### src/rtl/am29xx_slice_pair.sv
// rtl/am29xx_slice_pair.sv - Am2901 ALU slice plus Am2909/2911 sequencer slice
// Optional shift I/O ports are enabled by defining AM29XX_SHIFT_IO_EN.
module am29xx_slice_pair #(
  parameter int SEQ_2911 = 0
) (
  input  logic       clock,
  input  logic       reset,
  input  logic [3:0] alu_d,
  input  logic [3:0] alu_a,
  input  logic [3:0] alu_b,
  input  logic [2:0] alu_src,
  input  logic [2:0] alu_op,
  input  logic [2:0] alu_dest,
  input  logic       alu_cin,
`ifdef AM29XX_SHIFT_IO_EN
  input  logic       alu_sin_up,
  input  logic       alu_sin_dn,
  output logic       alu_sout_up,
  output logic       alu_sout_dn,
`endif
  output logic [3:0] alu_y,
  output logic       alu_cout,
  output logic       alu_fz,
  output logic       alu_f3,
  output logic       alu_ovr,
  input  logic [3:0] seq_d,
  input  logic [3:0] seq_r,
  input  logic [3:0] seq_or,
  input  logic       seq_s0,
  input  logic       seq_s1,
  input  logic       seq_zero_n,
  input  logic       seq_cin,
  input  logic       seq_re_n,
  input  logic       seq_fe_n,
  input  logic       seq_pup,
  output logic [3:0] seq_y,
  output logic       seq_cout
);

  logic [3:0] ram [16];
  logic [3:0] q;
  logic [3:0] a_val, b_val, r, s, r_op, s_op, f;
  logic [4:0] sum;
  logic [3:0] low_sum;
  logic       arith;
  logic       fill_up, fill_dn;

  assign a_val = ram[alu_a];
  assign b_val = ram[alu_b];

`ifdef AM29XX_SHIFT_IO_EN
  assign fill_up     = alu_sin_up;
  assign fill_dn     = alu_sin_dn;
  assign alu_sout_up = f[3];
  assign alu_sout_dn = f[0];
`else
  assign fill_up = 1'b0;
  assign fill_dn = 1'b0;
`endif

  always_comb begin
    r = 4'h0;
    s = 4'h0;
    case (alu_src)
      3'd0: begin r = a_val; s = q;     end
      3'd1: begin r = a_val; s = b_val; end
      3'd2: begin r = 4'h0;  s = q;     end
      3'd3: begin r = 4'h0;  s = b_val; end
      3'd4: begin r = 4'h0;  s = a_val; end
      3'd5: begin r = alu_d; s = a_val; end
      3'd6: begin r = alu_d; s = q;     end
      default: begin r = alu_d; s = 4'h0; end
    endcase
  end

  // Subtractions are R/S inverted into a plain adder; low_sum[3] is the carry into bit 3.
  always_comb begin
    r_op  = r;
    s_op  = s;
    arith = (alu_op <= 3'd2);
    if (alu_op == 3'd1) r_op = ~r;
    if (alu_op == 3'd2) s_op = ~s;
    sum     = {1'b0, r_op} + {1'b0, s_op} + {4'b0, alu_cin};
    low_sum = {1'b0, r_op[2:0]} + {1'b0, s_op[2:0]} + {3'b0, alu_cin};
    case (alu_op)
      3'd3:    f = r | s;
      3'd4:    f = r & s;
      3'd5:    f = ~r & s;
      3'd6:    f = r ^ s;
      3'd7:    f = ~(r ^ s);
      default: f = sum[3:0];
    endcase
  end

  assign alu_cout = arith & sum[4];
  assign alu_ovr  = arith & (low_sum[3] ^ sum[4]);
  assign alu_fz   = (f == 4'h0);
  assign alu_f3   = f[3];
  assign alu_y    = (alu_dest == 3'd2) ? a_val : f;

  always_ff @(posedge clock or posedge reset) begin
    if (reset) begin
      for (int i = 0; i < 16; i++) ram[i] <= 4'h0;
      q <= 4'h0;
    end else begin
      case (alu_dest)
        3'd0: q <= f;
        3'd2, 3'd3: ram[alu_b] <= f;
        3'd4: begin ram[alu_b] <= {fill_dn, f[3:1]}; q <= {fill_dn, q[3:1]}; end
        3'd5: ram[alu_b] <= {fill_dn, f[3:1]};
        3'd6: begin ram[alu_b] <= {f[2:0], fill_up}; q <= {q[2:0], fill_up}; end
        3'd7: ram[alu_b] <= {f[2:0], fill_up};
        default: ;
      endcase
    end
  end

  logic [3:0] upc, ar, mux, or_eff, ar_src;
  logic [3:0] stk [4];
  logic [1:0] sp;

  assign or_eff = (SEQ_2911 != 0) ? 4'h0 : seq_or;
  assign ar_src = (SEQ_2911 != 0) ? seq_d : seq_r;

  always_comb begin
    case ({seq_s1, seq_s0})
      2'd0:    mux = upc;
      2'd1:    mux = ar;
      2'd2:    mux = stk[sp];
      default: mux = seq_d;
    endcase
  end

  assign seq_y    = seq_zero_n ? (mux | or_eff) : 4'h0;
  assign seq_cout = seq_cin & (seq_y == 4'hF);

  always_ff @(posedge clock or posedge reset) begin
    if (reset) begin
      upc <= 4'h0;
      ar  <= 4'h0;
      sp  <= 2'd0;
      for (int i = 0; i < 4; i++) stk[i] <= 4'h0;
    end else begin
      upc <= seq_y + {3'b0, seq_cin};
      if (!seq_re_n) ar <= ar_src;
      if (!seq_fe_n) begin
        if (seq_pup) begin
          sp           <= sp + 2'd1;
          stk[sp + 2'd1] <= upc;
        end else begin
          sp <= sp - 2'd1;
        end
      end
    end
  end

endmodule

### config.mk
export PLATFORM = sky130hd
export DESIGN_NAME = am29xx_slice_pair
export DESIGN_NICKNAME = d
export VERILOG_FILES = /design/src/rtl/am29xx_slice_pair.sv
export SDC_FILE = /design/constraint.sdc
export NUM_CORES = 1
export LEC_CHECK = 0
export ABC_AREA = 1
export CORE_MARGIN = 2
export CORE_UTILIZATION = 50
export DETAILED_ROUTE_END_ITERATION = 10
export PLACE_DENSITY = 0.69
export SYNTH_ARGS = -nofsm -noshare
export SYNTH_HDL_FRONTEND = slang
export SYNTH_SLANG_ARGS = --single-unit
### constraint.sdc
create_clock -name clock -period 5.8 [get_ports clock]
set_input_delay 0.87 -clock clock [delete_from_list [all_inputs] [get_ports clock]]
set_output_delay 0.87 -clock clock [all_outputs]
set_load 0.01 [all_outputs]
==> results.md <==
- Status: complete, no violations
- Post-CTS Repair Setup Buffers: 0
- Syn_area_per_cell: 6.03 sq um
- DRT iter0 DRCs: 811
- Cts repair resizes: 0
- Reg-to-reg endpoint: ram[9]
- Register area: 2350 sq um
- Inst Count DP: 1666
- Num rows: 47
- Hold path startpoint: stk[5]
- Synth area leader: dfrtp_1
- Clock Latency Late Sink: 360 ps
- Post-synth top cells: nand2_1, inv_1, nand3_1, dfrtp_1, o21ai_0
- Simple-Gate Fraction of Synth Area: 0.433
- DRT antenna net count: 0
- Vias in the first global route: 8390
- Largest net degree at the start of global routing: 52
- Synth cell types: 48
- Post-synth EDFFs: 0
- Max-cap check violation count: 0
- I/O Buffers: 55
- CP Capture Type: output port
- Worst slack on hold paths: 487 ps
- Synth top area share: 0.275
- I/O pin count: 56
- Post-Synth XOR/XNOR Area: 0.0133
- Vias per inst: 5.48
- Most frequent cell after synthesis: nand2_1
- First-pass GRT wire length: 44900 um
- Maximum clock frequency: 0.187 GHz
- Ys async rst share: 1.00
- Final setup skew: 10.7 ps
- Tmin final: 5360 ps
- Grt ovf: 0
- Reg2reg path depth: 21
- WL final: 27900 um
- Die Wd: 135 um
- WL/cell: 16.6 um
- Mux contribution to synthesized area: 0.00761
- Initial antenna violation count: 0
- Area Growth Syn to Fin: 11.2%
- Pins Over Slew Limit: 0
- Worst flop-to-flop path startpoint: ram[60]
- WP data required: 4930 ps
- Post-Synth Adder-Cell Area: 0.0237
- Clk pin slew, worst setup/hold paths: 80 ps
- Overall routing resource usage: 0.316
- Final setup fails: 0
- Worst slew margin: 0.359
- Worst-Margin Slew: 961 ps
- Nets@finish: 1515
- Layout fillers: 1728
- Fraction of layout cells with a size suffix above 1: 0.0657
- Worst VDD drop: 0.000294 V
- Final period utilization: 0.923
- Clock tree buffer depth: 2
- CTS buffer count: 9
- Total number of vias: 9222
- TNS Setup: 0 ps
- # diodes: 0
- Htree depth: 3
- Power per cell area: 288 nW/um^2
- Area of the multi-input gates: 4860 sq um
- Main combinational cell family by area after synthesis: simple AND/OR/NAND/NOR gates
- Hold EP: stk[5]
- Final std cells w/o fill: 1682
- Drt drc: 0
- Hold Fails Final Rpt: 0
- DPL Wire Length: 19900 um
- Flop and latch count out of synthesis: 94
- Clock sinks: 94
- Root Driver: clkbuf_16
- Synth top area cells: dfrtp_1, nand2_1, nand3_1
- GPL Wtd Cong: 1.01
- Primary FF master, synth: dfrtp_1
- Worst min path class: reg2reg
- RSZ-0062 raised after global routing: false
- Cell depth of the worst hold path: 2
- Crit-path max FO: 34
- Die height: 135 um
- Netlist Area Pre-Place: 8550 sq um
- Placeable Area: 16600 sq um
- Element type at the critical path start: input pin
- Die footprint: 18200 sq um
- Compound-Gate Fraction of Synth Area: 0.0908
- Crit path kind: in2out
- Sequential share of the synthesized area: 0.275
- CTS tree: done
- Arrival time worst endpoint: 4490 ps
- Initial core utilization: 0.514
- YS warnings: 0
- Syn Inst Count: 1417
- Reg-to-reg setup timing slack: 2320 ps
- Syn Nets: 1475
- DRT Pass-1 Iters: 5
- Cts hold-fix bufs: 0
- Leak: 5.06 nW
==> sequential cells by signal, indices dropped and copies added (netlist names) <==
name / cells
ram: 64
upc: 4
sp: 2
q: 4
ar: 4
stk: 16
==> metal layers <==
| layer | up-vias | wire length [um] | part of all wire | global-route usage |
|---|---|---|---|---|
| met1 | 4185 | 12400 | 0.44 | 0.461 |
| li1 | 4517 | - | - | - |
| met2 | 468 | 12000 | 0.43 | 0.474 |
| met3 | 52 | 2920 | 0.10 | 0.0533 |
| met5 | - | 0 | 0 | 0 |
| met4 | 0 | 612 | 0.022 | 0.108 |
==> worst max-delay path, cell delays in order <==
cell and delay (ps):
clkdlybuf4s50_1 450, buf_12 190, inv_8 160, nand2_1 80, nand3_1 70, nand3_1 90, nand3_1 90, nand2_1 120
nand2_1 100, nand3_2 110, xnor2_1 160, fa_1 420, fa_1 390, nor2_1 150, o21ai_0 90, and2_1 170
xnor2_1 140, nor2_1 90, clkdlybuf4s50_1 530
==> cell usage in the layout (no fill, tap or decap), drive strengths merged, types with 2 or more instances in the layout <==
master and n:
mux2i 2, clkbuf 9, ha 13, xor2 8, a21boi 3, nor3 22, xnor2 5, nor2 52
fa 2, o21ai 77, a31oi 3, nand3 248, nand2 520, a211oi 2, dfrtp 94, a311o 3
mux2 4, buf 27, clkinv 2, nand3b 2, inv 253, a21oi 48, clkdlybuf4s50 53
==> worst max path at each step <==
stage,start,endpoint,slack (ps),depth (start not counted)
after detailed placement,alu_a[0],alu_fz,170,19
after floorplan,alu_a[0],alu_y[2],1210,19
after CTS,alu_a[0],alu_fz,160,19
after global routing,alu_a[0],alu_y[2],140,20
after global placement,alu_a[0],alu_fz,170,19
final,alu_a[0],alu_ovr,440,19
==> through the flow <==
stage	power (mW)	worst slack, ps	area, sq um	utilization
4_1_cts	2.73	156	9500	0.571
2_1_floorplan	1.75	1210	8550	-
6_report	2.74	445	9500	0.571
3_5_place_dp	2.11	166	9200	0.553
5_1_grt	2.92	138	9500	0.571
3_3_place_gp	2.09	171	9200	0.553
==> final cells by class <==
class	instances	area share
tap	220	0.0290
clock buffer	9	0.0237
sequential	94	0.248
multi-input combinational	1023	0.512
inverter	248	0.0993
clock inverter	7	0.00751
timing repair buffer	81	0.0809
==> cell families (layout without fill, tap and decap cells) <==
group                    count (synthesis)  count (layout)
AND/OR/NAND/NOR                        848             848
XOR/XNOR                                13              13
adder cells (fa/ha/maj)                 15              15
buffers and inverters                  300             345
multiplexers                             6               6
flip-flops                              94              94
AO/OA/AOI/OAI                          141             141
==> where the power goes <==
group          switching (mW)  leakage [nW]  total (mW)  internal (mW)
clock                   0.308         0.148       0.615          0.308
sequential              0.124          1.08       0.946          0.822
combinational           0.780          3.83        1.18          0.399
total                    1.21          5.06        2.74           1.53
Power figures use the tool's default switching activity.
